--- config.mk ---
export PLATFORM = sky130hd
export DESIGN_NAME = ex_div_seq
export DESIGN_NICKNAME = d
export VERILOG_FILES = /design/src/rtl/ex_div_seq.sv
export SDC_FILE = /design/constraint.sdc
export NUM_CORES = 1
export LEC_CHECK = 0
export CORE_MARGIN = 3
export CORE_UTILIZATION = 30
export DETAILED_ROUTE_END_ITERATION = 10
export DONT_BUFFER_PORTS = 1
export GPL_ROUTABILITY_DRIVEN = 0
export HOLD_SLACK_MARGIN = 0.06
export PLACE_DENSITY = 0.44
export SKIP_CTS_REPAIR_TIMING = 1
export SYNTH_ARGS = -nofsm -noshare
export SYNTH_HDL_FRONTEND = slang
export SYNTH_SLANG_ARGS = --single-unit
--- constraint.sdc ---
create_clock -name clk_i -period 5.1 [get_ports clk_i]
set_input_delay 0.51 -clock clk_i [delete_from_list [all_inputs] [get_ports clk_i]]
set_output_delay 0.51 -clock clk_i [all_outputs]
set_load 0.05 [all_outputs]
--- src/rtl/ex_div_seq.sv ---
// Iterative radix-2 restoring divider for RV32M DIV/DIVU/REM/REMU in EX.
// Stalls the pipeline while it iterates; special cases finish in a single cycle.
module ex_div_seq #(
   parameter int XLEN = 32
) (
   input  logic            clk_i,
   input  logic            rst_i,
   input  logic            start_i,
   input  logic [1:0]      op_i,
   input  logic [XLEN-1:0] rs1_data_i,
   input  logic [XLEN-1:0] rs2_data_i,
   input  logic            flush_i,
   output logic            stall_o,
   output logic            busy_o,
   output logic            result_valid_o,
   output logic [XLEN-1:0] result_o
);

   localparam int CW = $clog2(XLEN) + 1;

   typedef enum logic [1:0] {
      S_IDLE = 2'd0,
      S_CALC = 2'd1,
      S_DONE = 2'd2
   } state_t;

   state_t          state_q, state_d;
   logic [XLEN-1:0] rem_q, rem_d;
   logic [XLEN-1:0] quo_q, quo_d;
   logic [XLEN-1:0] dvs_q, dvs_d;
   logic [CW-1:0]   cnt_q, cnt_d;
   logic            sel_rem_q, sel_rem_d;
   logic            neg_quo_q, neg_quo_d;
   logic            neg_rem_q, neg_rem_d;
   logic [XLEN-1:0] result_q, result_d;

   logic            signed_s, a_neg_s, b_neg_s, div_zero_s, ovf_s, take_s;
   logic [XLEN-1:0] a_abs_s, b_abs_s, rem_next_s, quo_next_s, rem_fix_s, quo_fix_s;
   logic [XLEN:0]   trial_s;

   assign signed_s   = ~op_i[0];
   assign a_neg_s    = signed_s & rs1_data_i[XLEN-1];
   assign b_neg_s    = signed_s & rs2_data_i[XLEN-1];
   assign a_abs_s    = a_neg_s ? ({XLEN{1'b0}} - rs1_data_i) : rs1_data_i;
   assign b_abs_s    = b_neg_s ? ({XLEN{1'b0}} - rs2_data_i) : rs2_data_i;
   assign div_zero_s = (rs2_data_i == {XLEN{1'b0}});
   assign ovf_s      = signed_s & (rs1_data_i == {1'b1, {(XLEN-1){1'b0}}})
                                & (rs2_data_i == {XLEN{1'b1}});

   // The shifted partial remainder needs XLEN+1 bits; a clear top bit means rem >= divisor.
   assign trial_s    = {rem_q, quo_q[XLEN-1]} - {1'b0, dvs_q};
   assign take_s     = ~trial_s[XLEN];
   assign rem_next_s = take_s ? trial_s[XLEN-1:0] : {rem_q[XLEN-2:0], quo_q[XLEN-1]};
   assign quo_next_s = {quo_q[XLEN-2:0], take_s};
   assign quo_fix_s  = neg_quo_q ? ({XLEN{1'b0}} - quo_next_s) : quo_next_s;
   assign rem_fix_s  = neg_rem_q ? ({XLEN{1'b0}} - rem_next_s) : rem_next_s;

   assign stall_o        = ~rst_i & (((state_q == S_IDLE) & start_i & ~flush_i) | (state_q == S_CALC));
   assign busy_o         = (state_q != S_IDLE);
   assign result_valid_o = (state_q == S_DONE) & ~flush_i;
   assign result_o       = result_q;

   // Next-state and datapath updates; flush overrides everything and freezes the datapath.
   always_comb begin
      state_d   = state_q;
      rem_d     = rem_q;
      quo_d     = quo_q;
      dvs_d     = dvs_q;
      cnt_d     = cnt_q;
      sel_rem_d = sel_rem_q;
      neg_quo_d = neg_quo_q;
      neg_rem_d = neg_rem_q;
      result_d  = result_q;
      if (flush_i) begin
         state_d = S_IDLE;
      end else begin
         case (state_q)
            S_IDLE: begin
               if (start_i) begin
                  sel_rem_d = op_i[1];
                  neg_quo_d = a_neg_s ^ b_neg_s;
                  neg_rem_d = a_neg_s;
                  quo_d     = a_abs_s;
                  dvs_d     = b_abs_s;
                  rem_d     = {XLEN{1'b0}};
                  cnt_d     = {CW{1'b0}};
                  if (div_zero_s) begin
                     result_d = op_i[1] ? rs1_data_i : {XLEN{1'b1}};
                     state_d  = S_DONE;
                  end else if (ovf_s) begin
                     result_d = op_i[1] ? {XLEN{1'b0}} : {1'b1, {(XLEN-1){1'b0}}};
                     state_d  = S_DONE;
                  end else begin
                     state_d  = S_CALC;
                  end
               end else begin
                  state_d = S_IDLE;
               end
            end
            S_CALC: begin
               rem_d = rem_next_s;
               quo_d = quo_next_s;
               cnt_d = cnt_q + CW'(1);
               if (cnt_q == CW'(XLEN - 1)) begin
                  result_d = sel_rem_q ? rem_fix_s : quo_fix_s;
                  state_d  = S_DONE;
               end else begin
                  state_d  = S_CALC;
               end
            end
            S_DONE: begin
               state_d = S_IDLE;
            end
            default: begin
               state_d = S_IDLE;
            end
         endcase
      end
   end

   // State and datapath registers.
   always_ff @(posedge clk_i or posedge rst_i) begin
      if (rst_i) begin
         state_q   <= S_IDLE;
         rem_q     <= {XLEN{1'b0}};
         quo_q     <= {XLEN{1'b0}};
         dvs_q     <= {XLEN{1'b0}};
         cnt_q     <= {CW{1'b0}};
         sel_rem_q <= 1'b0;
         neg_quo_q <= 1'b0;
         neg_rem_q <= 1'b0;
         result_q  <= {XLEN{1'b0}};
      end else begin
         state_q   <= state_d;
         rem_q     <= rem_d;
         quo_q     <= quo_d;
         dvs_q     <= dvs_d;
         cnt_q     <= cnt_d;
         sel_rem_q <= sel_rem_d;
         neg_quo_q <= neg_quo_d;
         neg_rem_q <= neg_rem_d;
         result_q  <= result_d;
      end
   end

endmodule

== Word level (Yosys, flattened, before mapping) ==
Cells that the tools add are included.
W data, S select, Z words.
Cells by class
  reductions and logical operators: 7
  add/sub/neg operators: 6
  multiplexer cells: 25
  bitwise logic cells: 14
  eq/ne operators: 8
Operator list (count)
  $mux W32: 14
  $pmux W32 S2: 3
  $sub A1 B32 Y32 const A: 4
  $eq A32 B32 Y1 const B: 2
  $sub A33 B32 Y33: 1
  $logic_not A32 Y1: 1
  $pmux W6 S2: 1
  $mux W2: 5
  $and A1 B1 Y1: 8
  $add A6 B1 Y6 const B: 1
  $eq A6 B5 Y1 const B: 1
  $mux W6: 1
  $reduce_and A3 Y1: 2
  $reduce_and A5 Y1: 1
  $not A1 Y1: 4
  $pmux W2 S2: 1
  $reduce_bool A2 Y1: 2
  $ne A3 B3 Y1 const B: 1
  $eq A2 B1 Y1 const B: 1
  $eq A2 B2 Y1 const B: 1
  $logic_not A2 Y1: 1
  $ne A2 B1 Y1 const B: 1
  $ne A2 B2 Y1 const B: 1
  $or A1 B1 Y1: 1
  $xor A1 B1 Y1: 1
Storage, ports and cells
  input bits: 70
  logic and storage cells: 69
  register bits after elaboration: 139

== Logic depth before layout (Yosys ltp) ==
  word-level depth: 8
  depth in mapped cells: 25

== Worst setup path after synthesis ==
OpenSTA, ideal clock, no wires.
  kind: register to register
  start point: register quo_q[31]
  end point: register result_q[30] (netlist: result_o[30])
  period minus slack after synthesis: 5.017 ns
  stages on the path, launching flop included: 26
  slack: 0.083 ns
  library setup time: 0.141 ns
  arrival: 4.876 ns
  path through: dfrtp_1 -> inv_1 -> ha_1 -> inv_1 -> fa_1 -> a211oi_2 -> o211ai_2 -> nand4_1 -> a211oi_2 -> nor3_1 -> nor2_2 -> inv_2 -> buf_2 -> buf_2 -> buf_2 -> nor2_1 -> a21oi_1 -> ha_1 -> inv_1 -> or2_2 -> nor3_1 -> a31o_2 -> nand4_2 -> a2111oi_2 -> mux2i_1 -> o311ai_1
Between the ends
  word-level cells in the longest chain between the ends: 7
  elaborated cells on any way between the ends: 10
RTL lines
  from (decl): line 29  | logic [XLEN-1:0] quo_q, quo_d;
  from (signal assigned): line 126  | quo_q <= {XLEN{1'b0}};
  from (signal assigned): line 136  | quo_q <= quo_d;
  $sub A33 B32 Y33: line 51  | assign trial_s = {rem_q, quo_q[XLEN-1]} - {1'b0, dvs_q};
  $mux W32 or $not A1 Y1 (tied branches): line 53, 52
  $sub A1 B32 Y32 (on tied branches): line 56, 55
  $mux W32 (on tied branches): line 56, 55
  $mux W32 (*): line 105  | result_d = sel_rem_q ? rem_fix_s : quo_fix_s;
  $mux W32 (*): line 104  | if (cnt_q == CW'(XLEN - 1)) begin
  $pmux W32 S2 (*): line 77  | case (state_q)
  to (signal assigned): line 132  | result_q <= {XLEN{1'b0}};
  to (signal assigned): line 142  | result_q <= result_d;
  to (decl): line 35  | logic [XLEN-1:0] result_q, result_d;
Every way passes the cells marked *; elsewhere a longest branch is shown, timed or not. The select of a mux whose other input is x is not followed.
A chain may end at the register's enable or synchronous reset.

== Worst setup path after layout ==
Ends and elaborated chain as after synthesis.

==> impl_metrics.json <==
{
  "tightest_slew_ns": 0.909,
  "grt_pass1_vias": 10900,
  "synth_cell_type_count": 91,
  "routedWlPerCell_microns": 22.2,
  "critical_path.max_fanout": 6,
  "worstPathArrival_ns": 5.15,
  "cp-end-kind": "flip-flop",
  "max_cap_viol_count": 0,
  "die_width_microns": 206,
  "path_cells": "inv_1 -> ha_1 -> inv_1 -> fa_1 -> a211oi_2 -> o211ai_2 -> nand4_1 -> a211oi_2 -> o21a_1 -> nor2_4 -> inv_2 -> a21oi_2 -> ha_1 -> nand4b_1 -> a2111oi_4 -> a31o_2 -> nand4_4 -> a2111oi_4 -> mux2i_1 -> o311ai_1",
  "crit_family": "compound AO/OA/AOI/OAI gates",
  "grt_pass1_wl_microns": 69600,
  "cts.reportedPaths.clkPinSlew_ns": 0.07,
  "fin_cells": 2053,
  "antenna_found_initial": 1,
  "r2r_start": "quo_q[31]",
  "final-hold-violation-count": 0,
  "areaGrowthSynthToFinish_pct": 10.7,
  "clock-sinks": 139,
  "startpoint_type": "flip-flop",
  "die_h_microns": 206,
  "yosys.area.top_type": "dfrtp_1",
  "crit_type": "reg -> reg",
  "ys_warn_count": 0,
  "synth_area_per_cell_sq_um": 7.71,
  "vias": 11500,
  "status": "completed",
  "setup_viol_count_final": 0,
  "critPathLaunch": "quo_q[31]",
  "place_hpwl_microns": 35400,
  "overflow": 0,
  "synth_cells": 1550,
  "root_buffer": "clkbuf_16",
  "firstDrtPassIters": 5,
  "hp-class": "in -> async",
  "synth_top_cell_area_share_pct": 29.1,
  "fin_nets": 1631,
  "synth_async_sr_flop_share_pct": 100,
  "r2r_slack_ns": 0.25,
  "antenna_cells": 0,
  "tritoncts": "done",
  "grt_max_degree": 89,
  "rows": 72,
  "syn_nets": 1659,
  "clock_skew_ns": 0.0175,
  "max-slew-margin-rel_pct": 39.4,
  "dp.cells": 2019,
  "period_minus_slack_ns": 4.85,
  "die-area_sq_mm": 0.0423,
  "pwr_density_cell_mw_per_mm2": 643,
  "cts_buffers": 17,
  "syn_area_sq_mm": 0.0120,
  "fillCellCount": 4177,
  "start_util_pct": 30.6,
  "cts.path.max_buffers": 2,
  "synthFlopType": "dfrtp_1",
  "fin_crit_sh_pct": 95.1,
  "ant_nets": 0,
  "synth_seq_area_share_pct": 29.1,
  "wl_microns": 45700,
  "max_clock_freq_mhz": 206,
  "yosys_register_bits": 139,
  "synth_area_leaders": "dfrtp_1 (29%), o21ai_0 (7.9%), nand2_1 (5.6%), a21oi_1 (5.4%), xor2_1 (4.9%)",
  "postLayoutCoreUtil_pct": 33.9,
  "drt_iter0_markers": 838,
  "vias_per_cell": 5.62,
  "ios": 105,
  "core_area_sq_mm": 0.0390,
  "worst_path_max_delay_cell": "fa_1",
  "insertion_delay_ns": 0.45,
  "io_buffer_count": 0,
  "grt.total_usage_pct": 21.6,
  "critPathMaxStageDelay_ns": 0.43,
  "p_leak_nw": 5.21,
  "crit_required_ns": 5.40,
  "cts.htree.levels": 4,
  "drive_above_1_share_pct": 8.40,
  "crit_buf_inv": 3,
  "slew_violations": 0,
  "drc_errors": 0,
  "synth_edf_count": 0,
  "irDropWorstVdd_mv": 0.336
}
==> cells in the mapped netlist, types with 20 or more instances <==
master and number:
o21ai_0 189, nand2_1 179, dfrtp_1 139, nor2_1 130, a21oi_1 129, xor2_1 67
xnor2_1 62, clkbuf_1 61, nor3_1 61, inv_1 55, ha_1 38, o31ai_1 35
nand3_1 33, mux2i_1 30, nand4_1 29, a31oi_1 20
==> path summary, 6_finish.rpt <==
kind,to,cells past startpoint
min in group clk_i,neg_quo_q,1
setup reg to reg,result_o[30],20
hold reg to reg,dvs_q[22],2
max in group asynchronous,rem_q[30],2
setup / recovery,result_o[30],20
hold / removal,cnt_q[5],1
==> cells in the final DEF, fill, tap and decap left out, types with 32 or more instances in the layout <==
cell and n:
inv_1 54, o21ai_0 187, ha_1 37, dfrtp_1 139, nor3_1 58, xor2_1 67, xnor2_1 62, a21oi_1 128
nand2_1 179, buf_4 45, o31ai_1 35, nor2_1 130, nand3_1 32
==> power breakdown <==
part	leakage (nW)	switching, mW	internal (mW)	total, mW
Combinational	3.11	3.10	1.90	5.00
Sequential	1.80	0.732	1.39	2.12
Clock	0.300	0.547	0.836	1.38
Total	5.21	4.37	4.13	8.51
==> stage by stage <==
stage / setup WS [ns] / area, sq um / power, mW / hold WS (ns) / TNS, ns
2_1_floorplan: 0.0831 / 12000 / 5.50 / 0.450 / 0
3_3_place_gp: 0.232 / 12500 / 6.99 / 0.464 / 0
3_5_place_dp: 0.131 / 12500 / 6.98 / 0.471 / 0
4_1_cts: 0.0986 / 13200 / 8.39 / 0.126 / 0
5_1_grt: -0.0576 / 13200 / 9.12 / 0.139 / -0.0576
6_report: 0.252 / 13200 / 8.51 / 0.0804 / 0
==> sequential cells by signal, indices dropped and copies added, names as in the netlist <==
| signal | count |
|---|---|
| sel_rem_q | 1 |
| neg_quo_q | 1 |
| quo_q | 32 |
| state_q | 2 |
| result_o | 32 |
| cnt_q | 6 |
| rem_q | 32 |
| neg_rem_q | 1 |
| dvs_q | 32 |
==> cell families after synthesis <==
logic type,share of synthesized area (%)
AO/OA/AOI/OAI,27.0
XOR/XNOR,9.45
adder cells (fa/ha/maj),4.14
buffers and inverters,5.53
flip-flops,29.1
multiplexers,2.89
AND/OR/NAND/NOR,21.9
==> final cells by class <==
class	count	area, sq um	area share (%)
Clock inverter	13	191	1.45
Tap cell	518	648	4.90
Sequential cell	139	3480	26.3
Timing Repair Buffer	45	338	2.55
Inverter	57	224	1.69
Multi-Input combinational cell	1262	7910	59.8
Clock buffer	19	443	3.35
==> routing by layer <==
layer,GRT usage (%),vias to the layer above,part of all wire [%]
li1,-,5605,-
met1,31.0,5623,47
met2,32.9,280,45
met3,4.86,39,6.1
met4,5.32,0,1.9
met5,0,-,0
No activity file was read; power rests on OpenSTA's default activity.
